File: src/rtl/fifo_pkg.sv
// Shared async-FIFO constants: default address width, depth and pointer width.
// Used by both the read-side and write-side pointer logic.
package fifo_pkg;

    localparam int ADDR_W_DEF = 4;
    localparam int DEPTH_DEF  = 2 ** ADDR_W_DEF;
    localparam int PTR_W_DEF  = ADDR_W_DEF + 1;

    function automatic int ptr_w(input int addr_w);
        return addr_w + 1;
    endfunction

endpackage

File: src/rtl/binary_to_gray.sv
// Binary to reflected-Gray conversion, shared by both FIFO clock domains.
module binary_to_gray #(
    parameter int W = 5
) (
    input  logic [W-1:0] i_bin,
    output logic [W-1:0] o_gray
);

    assign o_gray = i_bin ^ (i_bin >> 1);

endmodule

File: src/rtl/gray_to_binary.sv
// Gray to binary conversion: each bit is the XOR of all Gray bits at or above it.
module gray_to_binary #(
    parameter int W = 5
) (
    input  logic [W-1:0] i_gray,
    output logic [W-1:0] o_bin
);

    for (genvar i = 0; i < W; i++) begin : g_bit
        assign o_bin[i] = ^i_gray[W-1:i];
    end

endmodule

File: src/rtl/rd_logic.sv
// Async FIFO read-side pointer, empty and underflow logic.
// Define RD_LEVEL_EN to add the registered rd_level / almost_empty outputs.
module rd_logic
    import fifo_pkg::*;
#(
    parameter int ADDR_W    = ADDR_W_DEF,
    parameter int AEMPTY_TH = 2
) (
    input  logic              rd_clk,
    input  logic              rd_rst_n,
    input  logic              rd_en,
    input  logic [ADDR_W:0]   wr_ptr_gray,
    output logic [ADDR_W-1:0] rd_ptr,
    output logic [ADDR_W:0]   rd_ptr_gray,
    output logic              empty,
    output logic              underflow,
    output logic [ADDR_W:0]   rd_level,
    output logic              almost_empty
);

    localparam int PTR_W = ptr_w(ADDR_W);

    if (ADDR_W < 1) begin : g_bad_aw
        $error("rd_logic: ADDR_W must be at least 1");
    end
    if (AEMPTY_TH < 0 || AEMPTY_TH > 2 ** ADDR_W) begin : g_bad_th
        $error("rd_logic: AEMPTY_TH outside 0..DEPTH");
    end

    logic [PTR_W-1:0] r_rq1;
    logic [PTR_W-1:0] r_rq2;
    logic [PTR_W-1:0] r_rbin;
    logic [PTR_W-1:0] r_rgray;
    logic             r_empty;
    logic             r_underflow;
    logic             w_rd_acc;
    logic [PTR_W-1:0] w_rbin_next;
    logic [PTR_W-1:0] w_rgray_next;

    always_ff @(posedge rd_clk or negedge rd_rst_n) begin
        if (!rd_rst_n) begin
            r_rq1 <= '0;
            r_rq2 <= '0;
        end else begin
            r_rq1 <= wr_ptr_gray;
            r_rq2 <= r_rq1;
        end
    end

    // Acceptance uses the registered flag, so a read on the edge where
    // empty falls is dropped rather than racing the sync chain.
    assign w_rd_acc    = rd_en & ~r_empty;
    assign w_rbin_next = r_rbin + {{ADDR_W{1'b0}}, w_rd_acc};

    binary_to_gray #(
        .W (PTR_W)
    ) u_b2g (
        .i_bin  (w_rbin_next),
        .o_gray (w_rgray_next)
    );

    always_ff @(posedge rd_clk or negedge rd_rst_n) begin
        if (!rd_rst_n) begin
            r_rbin      <= '0;
            r_rgray     <= '0;
            r_empty     <= 1'b1;
            r_underflow <= 1'b0;
        end else begin
            r_rbin  <= w_rbin_next;
            r_rgray <= w_rgray_next;
            r_empty <= (w_rgray_next == r_rq2);
            if (rd_en && r_empty) begin
                r_underflow <= 1'b1;
            end
        end
    end

    assign rd_ptr      = r_rbin[ADDR_W-1:0];
    assign rd_ptr_gray = r_rgray;
    assign empty       = r_empty;
    assign underflow   = r_underflow;

`ifdef RD_LEVEL_EN
    localparam logic [PTR_W-1:0] AE_TH = PTR_W'(AEMPTY_TH);

    logic [PTR_W-1:0] w_wbin_sync;
    logic [PTR_W-1:0] w_level_next;
    logic [PTR_W-1:0] r_level;
    logic             r_aempty;

    gray_to_binary #(
        .W (PTR_W)
    ) u_g2b (
        .i_gray (r_rq2),
        .o_bin  (w_wbin_sync)
    );

    assign w_level_next = w_wbin_sync - w_rbin_next;

    always_ff @(posedge rd_clk or negedge rd_rst_n) begin
        if (!rd_rst_n) begin
            r_level  <= '0;
            r_aempty <= 1'b1;
        end else begin
            r_level  <= w_level_next;
            r_aempty <= (w_level_next <= AE_TH);
        end
    end

    assign rd_level     = r_level;
    assign almost_empty = r_aempty;
`else
    assign rd_level     = '0;
    assign almost_empty = r_empty;
`endif

endmodule

File: config.mk
export PLATFORM = sky130hd
export DESIGN_NAME = rd_logic
export DESIGN_NICKNAME = d
export VERILOG_FILES = /design/src/rtl/fifo_pkg.sv /design/src/rtl/binary_to_gray.sv /design/src/rtl/gray_to_binary.sv /design/src/rtl/rd_logic.sv
export SDC_FILE = /design/constraint.sdc
export NUM_CORES = 1
export LEC_CHECK = 0
export ABC_CLOCK_PERIOD_IN_PS = 5360
export CAP_MARGIN = 40
export CORE_UTILIZATION = 31
export DETAILED_ROUTE_END_ITERATION = 12
export GPL_ROUTABILITY_DRIVEN = 0
export GPL_TIMING_DRIVEN = 0
export PLACE_DENSITY = 0.62
export SETUP_SLACK_MARGIN = 0.3
export SLEW_MARGIN = 30
export SYNTH_ARGS = -nofsm -noshare
export SYNTH_HDL_FRONTEND = slang
export SYNTH_SLANG_ARGS = --single-unit
File: constraint.sdc
create_clock -name rd_clk -period 5.36 [get_ports rd_clk]
set_input_delay 0.804 -clock rd_clk [delete_from_list [all_inputs] [get_ports rd_clk]]
set_output_delay 0.804 -clock rd_clk [all_outputs]
set_load 0.01 [all_outputs]
# [Yosys cells after proc, flatten, opt, wreduce, memory -nomap -nowiden]
# Cells that the tools add are included.
[word_totals] input_bits=8 output_inout_bits=17 ff_bits=22
[op_classes] n_reduce_logical=1 addsub=1 eq_ne=1 bitwise_logic=3
[op_table] op="$add A5 B1 Y5" count=1
[op_table] op="$eq A5 B5 Y1" count=1
[op_table] op="$xor A5 B4 Y5" count=1
[op_table] op="$and A1 B1 Y1" count=1
[op_table] op="$logic_and A1 B1 Y1" count=1
[op_table] op="$not A1 Y1" count=1

# [Longest topological paths before layout]
[logic_depth] ltp_word=5 depth_mapped=7

# [Modules after synthesis]
# From an unflattened synthesis, not the netlist that was laid out.
[hier_totals] hier_cells=54 hier_area_um2=807.0
[modules_own_cells] mod="rd_logic" instances=1 area_each_um2=764.5 seq_area_each_um2=551.8 cells_per_inst=49
[modules_own_cells] mod="binary_to_gray" instances=1 area_each_um2=42.5 seq_area_each_um2=0.0 cells_per_inst=5

# [Worst setup path after synthesis]
# Ideal clock, no wire load.
[synth_path] path_kind="input port to flip-flop" start="in rd_en" end="reg r_empty, in the netlist almost_empty" path_buffers=0 arrival_time_ns=2.149 stages=7 setup_slack_ns=3.114 setup_time_ns=0.097 cell_sequence="nor2b_1 ha_1 ha_1 xor2_1 xnor2_1 mux2i_1 nor4_1"
[synth_between] elab_chain_cells=4
[synth_lines] item="start, declared" line_no="rd_logic.sv:11" source="input logic rd_en,"
[synth_lines] item="$and A1 B1 Y1" line_no="rd_logic.sv:52" source="assign w_rd_acc = rd_en & ~r_empty;"
[synth_lines] item="$add A5 B1 Y5" line_no="rd_logic.sv:53" source="assign w_rbin_next = r_rbin + {{ADDR_W{1'b0}}, w_rd_acc};"
[synth_lines] item="net u_b2g.i_bin[2]" line_no="binary_to_gray.sv:5" source="input logic [W-1:0] i_bin,"
[synth_lines] item="$xor A5 B4 Y5" line_no="binary_to_gray.sv:9" source="assign o_gray = i_bin ^ (i_bin >> 1);"
[synth_lines] item="$eq A5 B5 Y1" line_no="rd_logic.sv:71" source="r_empty <= (w_rgray_next == r_rq2);"
[synth_lines] item="end signal, assigned" line_no="rd_logic.sv:71"
[synth_lines] item="end, declared" line_no="rd_logic.sv:34" source="logic r_empty;"
# The timed path passes the listed nets, and every way through them passes these cells.
# A chain may end at the register's enable or synchronous reset.

# [Worst setup path after layout]
# Same ends and word-level chain as after synthesis.

==> results.md <==
- Pwr dens: 557.4 mW/mm2
- Synth unique cells: 19
- Syn Area/Cell: 14.41 um2
- Status: finished clean
- Clk root buf: clkbuf_4
- Wirelength per Cell: 9.272 um
- Post-synthesis sequential area ratio: 65.27%
- CTS tree: done
- Pin count of the biggest net entering global routing: 13
- Starting density of the core: 32.58%
- Vias/cell: 4.018
- Post-CTS Resized: 0
- Area after DPL: 0.001061 mm2
- Yosys warns: 0
- Area share of fa/ha/maj cells after synthesis: 3.101%
- Syn Std Cell Area: 807.0 um2
- Cells after Synth: 56
- Iter 0 DRT Violations: 2
- Hold_buf cts: 0
- Port Buffers: 19
- Critical Path Slowest Stage Cell: clkdlybuf4s50_1
- Post-CTS Setup Inserts: 0
- Synth top area share: 62.02%
- Multi-input gate area: 250.2 um2
- Crit-path cells: clkdlybuf4s50_1 -> nor2b_1 -> ha_1 -> ha_1 -> xor2_1 -> xnor2_1 -> mux2i_1 -> nor4_1
- Max-slew violations: 0
- Max frequency: 389.0 MHz
- Yosys reg bits: 21
- Kind of critical path: in2reg
- CP peak stage delay: 0.47 ns
- Total track usage: 9.593%
- Antenna viol nets, final: 0
- # DRC: 0
- Die Ht: 53.02 um
- Main combinational cell family by area after synthesis: XOR/XNOR gates
- Die X: 53.02 um
- Min Tclk post-route: 2.571 ns
- Mux contribution to synthesized area: 1.240%
- Clock transition at path regs: 0.11 ns
- Top cells by area, synth: dfrtp_1 (62%), xor2_1 (8.7%), xnor2_1 (6.5%), buf_4 (5.6%), dfstp_2 (3.3%)
- CP startpoint: rd_en
- Nets: 95
- Critical Path AT: 2.78 ns
- Filler Cells Inserted: 241
- Area leader, netlist: dfrtp_1
- Layout cells sized above 1: 16.67%
- Core area: 0.002477 mm2
- Critical path's most frequent cell: ha_1
- CTS Buffer Depth: 2
- Final Setup Violations: 0
- Post-synth ARST share: 100.0%
- Worst hold-check path type: reg2reg
- Worst r2r src: almost_empty
- Commonest non-fill, non-tap cells in the layout: dfrtp_1 (20), clkdlybuf4s50_1 (19), xor2_1 (8), xnor2_1 (6), buf_4 (6)
- Sink Count: 21
- WP data required: 5.57 ns
- Total Wirelength: 1057 um
- Total power: 606.7 uW
- Sequential cell area: 526.8 um2
- Grt total ovfl: 0
- PnR worst setup slack: 2.789 ns
- Row cnt: 18
- P_leak: 0.4889 nW
- Via count: 458
- Flop2flop setup slack: 3.30 ns
- Num CTS Buffers: 3
- Crit path max fanout: 5
- Worst hold path startpoint: r_rq1[1]
- Startpoint Class: input port
- VDD IR max: 0.0002454 V
- Post-layout util: 43.94%
- Synth Area in Compound Gates: 4.031%
- Pre-CTS setup slack: 2.440 ns
- Synth Area in XOR/XNOR: 15.19%
- Drt first pass iters: 2
- Crit. End Element: flip-flop
- Area Growth Syn to Fin: 34.88%
- Ant diodes: 0
- Clock Latency Late Sink: 0.29 ns
- Post-synth EDFFs: 0
- H-tree depth: 1
- Final Hold Vio Count: 0
- Setup TNS: 0 ns
- Post-DP HPWL: 797.8 um
- Io pins: 25
- Die Footprint: 0.002811 mm2
- Setup Skew: 0.007122 ns
- Vias in the first global route: 434
- Period utilization: 47.96%
- Initial antenna violation count: 0
- Max_cap viols: 0
- Primary FF master, synth: dfrtp_1
- Non-Filler Cell Area, Final: 0.001089 mm2
- RSZ-0062 raised after global routing: false
- First-pass GRT wire length: 1800 um
- Commonest non-fill, non-tap cell in the layout: dfrtp_1
- Synth Area in Simple Gates: 5.116%
[worst paths after layout]
check | end | depth (start not counted)
min in group asynchronous | r_rq1[2] | 1
max reg2reg | almost_empty | 7
min | r_rq2[1] | 0
max | almost_empty | 8
min reg2reg | r_rq2[1] | 0
max in group asynchronous | r_rbin[2] | 2
[flip-flops by register name, summed over array words and instances (netlist names)]
| name | count |
|---|---|
| rd_ptr_gray | 4 |
| r_rq1 | 5 |
| underflow | 1 |
| almost_empty | 1 |
| r_rq2 | 5 |
| r_rbin | 5 |
[report_power, final]
part	total (mW)	leakage, nW	switching, mW	internal [mW]
registers	0.246	0.244	0.0374	0.209
logic	0.289	0.227	0.124	0.166
clock network	0.0715	0.0177	0.0437	0.0277
total	0.607	0.489	0.205	0.402
[cell type report]
class | count | area share [%]
plain buffers | 6 | 4.138
multi-input cells | 33 | 22.99
well taps | 30 | 3.448
clock inverters | 1 | 0.4598
flip-flops and latches | 21 | 48.39
repair buffers | 20 | 18.51
clock buffers | 3 | 2.069
[Yosys cell counts (2+ instances only)]
cell / instances
xor2_1: 8
ha_1: 2
dfrtp_1: 20
xnor2_1: 6
buf_4: 6
[cells by family after synthesis]
group,Yosys count
AO/OA/AOI/OAI,4
XOR/XNOR,14
adder cells (fa/ha/maj),2
buffers and inverters,6
flip-flops,21
multiplexers,1
other,1
AND/OR/NAND/NOR,7
[critical path, delay by kind of cell]
kind	cells	cell delay [ns]
adder cells (fa/ha/maj)	2	0.52
multiplexers	1	0.10
buffers and inverters	1	0.47
AND/OR/NAND/NOR	2	0.40
XOR/XNOR	2	0.48
[routing by layer]
metal  up-vias  track usage [%]  share of wire (%)
met5         -                0                  0
met4         0            6.579                  0
met3         0            3.448                7.9
met2        21            14.98                 46
met1       207            10.81                 46
li1        230                -                  -
[per-stage QoR]
stage / cells / hold slack, ns
2_1_floorplan: 60 / 0.3312
3_3_place_gp: 109 / 0.3328
3_5_place_dp: 110 / 0.3363
4_1_cts: 114 / 0.3622
5_1_grt: 114 / 0.3710
6_report: 114 / 0.3581
No activity file was read; power rests on OpenSTA's default activity.
==> RTL change: new RTL, same settings <==
Build with the macro `RD_LEVEL_EN` defined.
--- a/src/rtl/rd_logic.sv
+++ b/src/rtl/rd_logic.sv
@@ -1,4 +1,6 @@
 // Async FIFO read-side pointer, empty and underflow logic.
 // Define RD_LEVEL_EN to add the registered rd_level / almost_empty outputs.
+`define RD_LEVEL_EN
+
 module rd_logic
     import fifo_pkg::*;
Behaviour: not the same (Yosys sat finds a counterexample within 4 cycles, from zero or initial values and one cycle with rd_rst_n low).
==> RTL change against the original RTL <==
Area after synthesis is 46% higher; sequential cell count up 6; utilization down 2.5 points; cell area grew 39%; worst setup slack got worse by 520 ps; sequential power rose by 27%; total power up 69%; critical path depth up 2; wire length is 65% higher; largest power group unchanged.
==> RTL change: results (changes against the original RTL) <==
final_layout:
  drive_gt1_share_pct: 11.3  # -5.4 points
  final_nets: 130  # +37%
grt:
  track_usage_pct: 9.80  # +0.21 points
  grt_max_degree: 28  # +15
  grt_pass1_vias: 687  # +58%
setup_path:
  crit_arrival_ps: 3280  # +500 ps
  r2r_cells: 9  # +2
  critPathSlowestCell: "xnor2_1"
  worstReg2RegStart: "empty"
  max_stage_delay_ps: 430  # -40 ps
  r2r_slack_ps: 2780  # -520 ps
placement:
  numPortBuffers: 24  # +5
  hpwlAfterDp_um: 1340  # +68%
yosys:
  synth.distinct_cells: 26  # +7
  yosys.area_share.xor_xnor_pct: 19.0  # +3.8 points
  synth_compound_area_share_pct: 6.28  # +2.2 points
  synth_common_cells: "dfrtp_1, xnor2_1, xor2_1"
  ys_top_cells_by_area: "dfrtp_1, xnor2_1, xor2_1"
drt:
  drt_iter0_markers: 3  # +1
  wl_um: 1750  # +65%
  vias_per_cell: 4.20  # +4.6%
  first_pass_iters: 3  # +1
power_and_ir_drop:
  power_leakage_nw: 0.652  # +33%
  switching_power_mw: 0.391  # +91%
clocking:
  cts.clk_slew.worst_paths_ps: 90  # -20 ps
outcome:
  status: "finished, final reports clean"
RTL change: cell types whose count changed after synthesis, moves of 3 or more:
cell / change
buf_4: -6
dfrtp_1: +5
ha_1: +4
inv_1: +6
nor3_1: +3
xnor2_1: +5
RTL change: cell families after synthesis:
family / count (synthesis)
DFF: 27
muxes: 1
adders and majority gates: 7
buffers and inverters: 8
AOI/OAI and AO/OA: 9
and+or+nand+nor: 12
xor gates and xnor gates: 23
RTL change: per-stage QoR:
stage                     setup slack, ps  cell area (um^2)  cells
after detailed placement             1980              1470    159
after global placement               2010              1480    159
final                                2270              1520    163
after global routing                 2080              1520    163
after CTS                            2240              1520    163
after floorplan                      2680              1180     87
RTL change: worst max-delay path: cells and delay by family:
family / cells / cell delay [ps]
xor+xnor: 2 / 510
compound gates: 2 / 370
buf+inv: 1 / 420
fa+ha+maj: 3 / 720
simple gates: 2 / 450
RTL change: routing by layer:
layer,routed length [um],part of all wire [%],track usage (%),up-vias
li1,-,-,-,340
met1,796,46,12.3,326
met2,866,50,16.1,15
met3,54,3.1,1.63,4
met4,31,1.8,5.11,0
met5,0,0,0,-
RTL change: power groups by stage:
stage / Sequential, mW / Combinational [mW] / Clock [mW]
after detailed placement: 0.319 / 0.601 / 0
after global placement: 0.315 / 0.592 / 0
final: 0.313 / 0.599 / 0.111
after global routing: 0.323 / 0.656 / 0.125
after CTS: 0.315 / 0.604 / 0.118
after floorplan: 0.348 / 0.369 / 0
RTL change: how the worst min path moves through the flow:
stage                        start       end  slack [ps]  cells after the start
after CTS                 r_rq1[1]  r_rq2[1]         360                      0
after floorplan           r_rq1[0]  r_rq2[0]         330                      0
after global routing      r_rq1[0]  r_rq2[0]         370                      0
after global placement    r_rq1[2]  r_rq2[2]         330                      0
after detailed placement  r_rq1[1]  r_rq2[1]         340                      0
final                     r_rq1[3]  r_rq2[3]         360                      0
RTL change: final cells by class:
type	count	area, um^2
well taps	48	60.1
multi-input cells	52	465
fillers	358	2140
plain buffers	1	3.75
flip-flops and latches	27	678
inverters	7	28.8
clock buffers	3	41.3
clock inverters	1	5.00
repair buffers	24	235
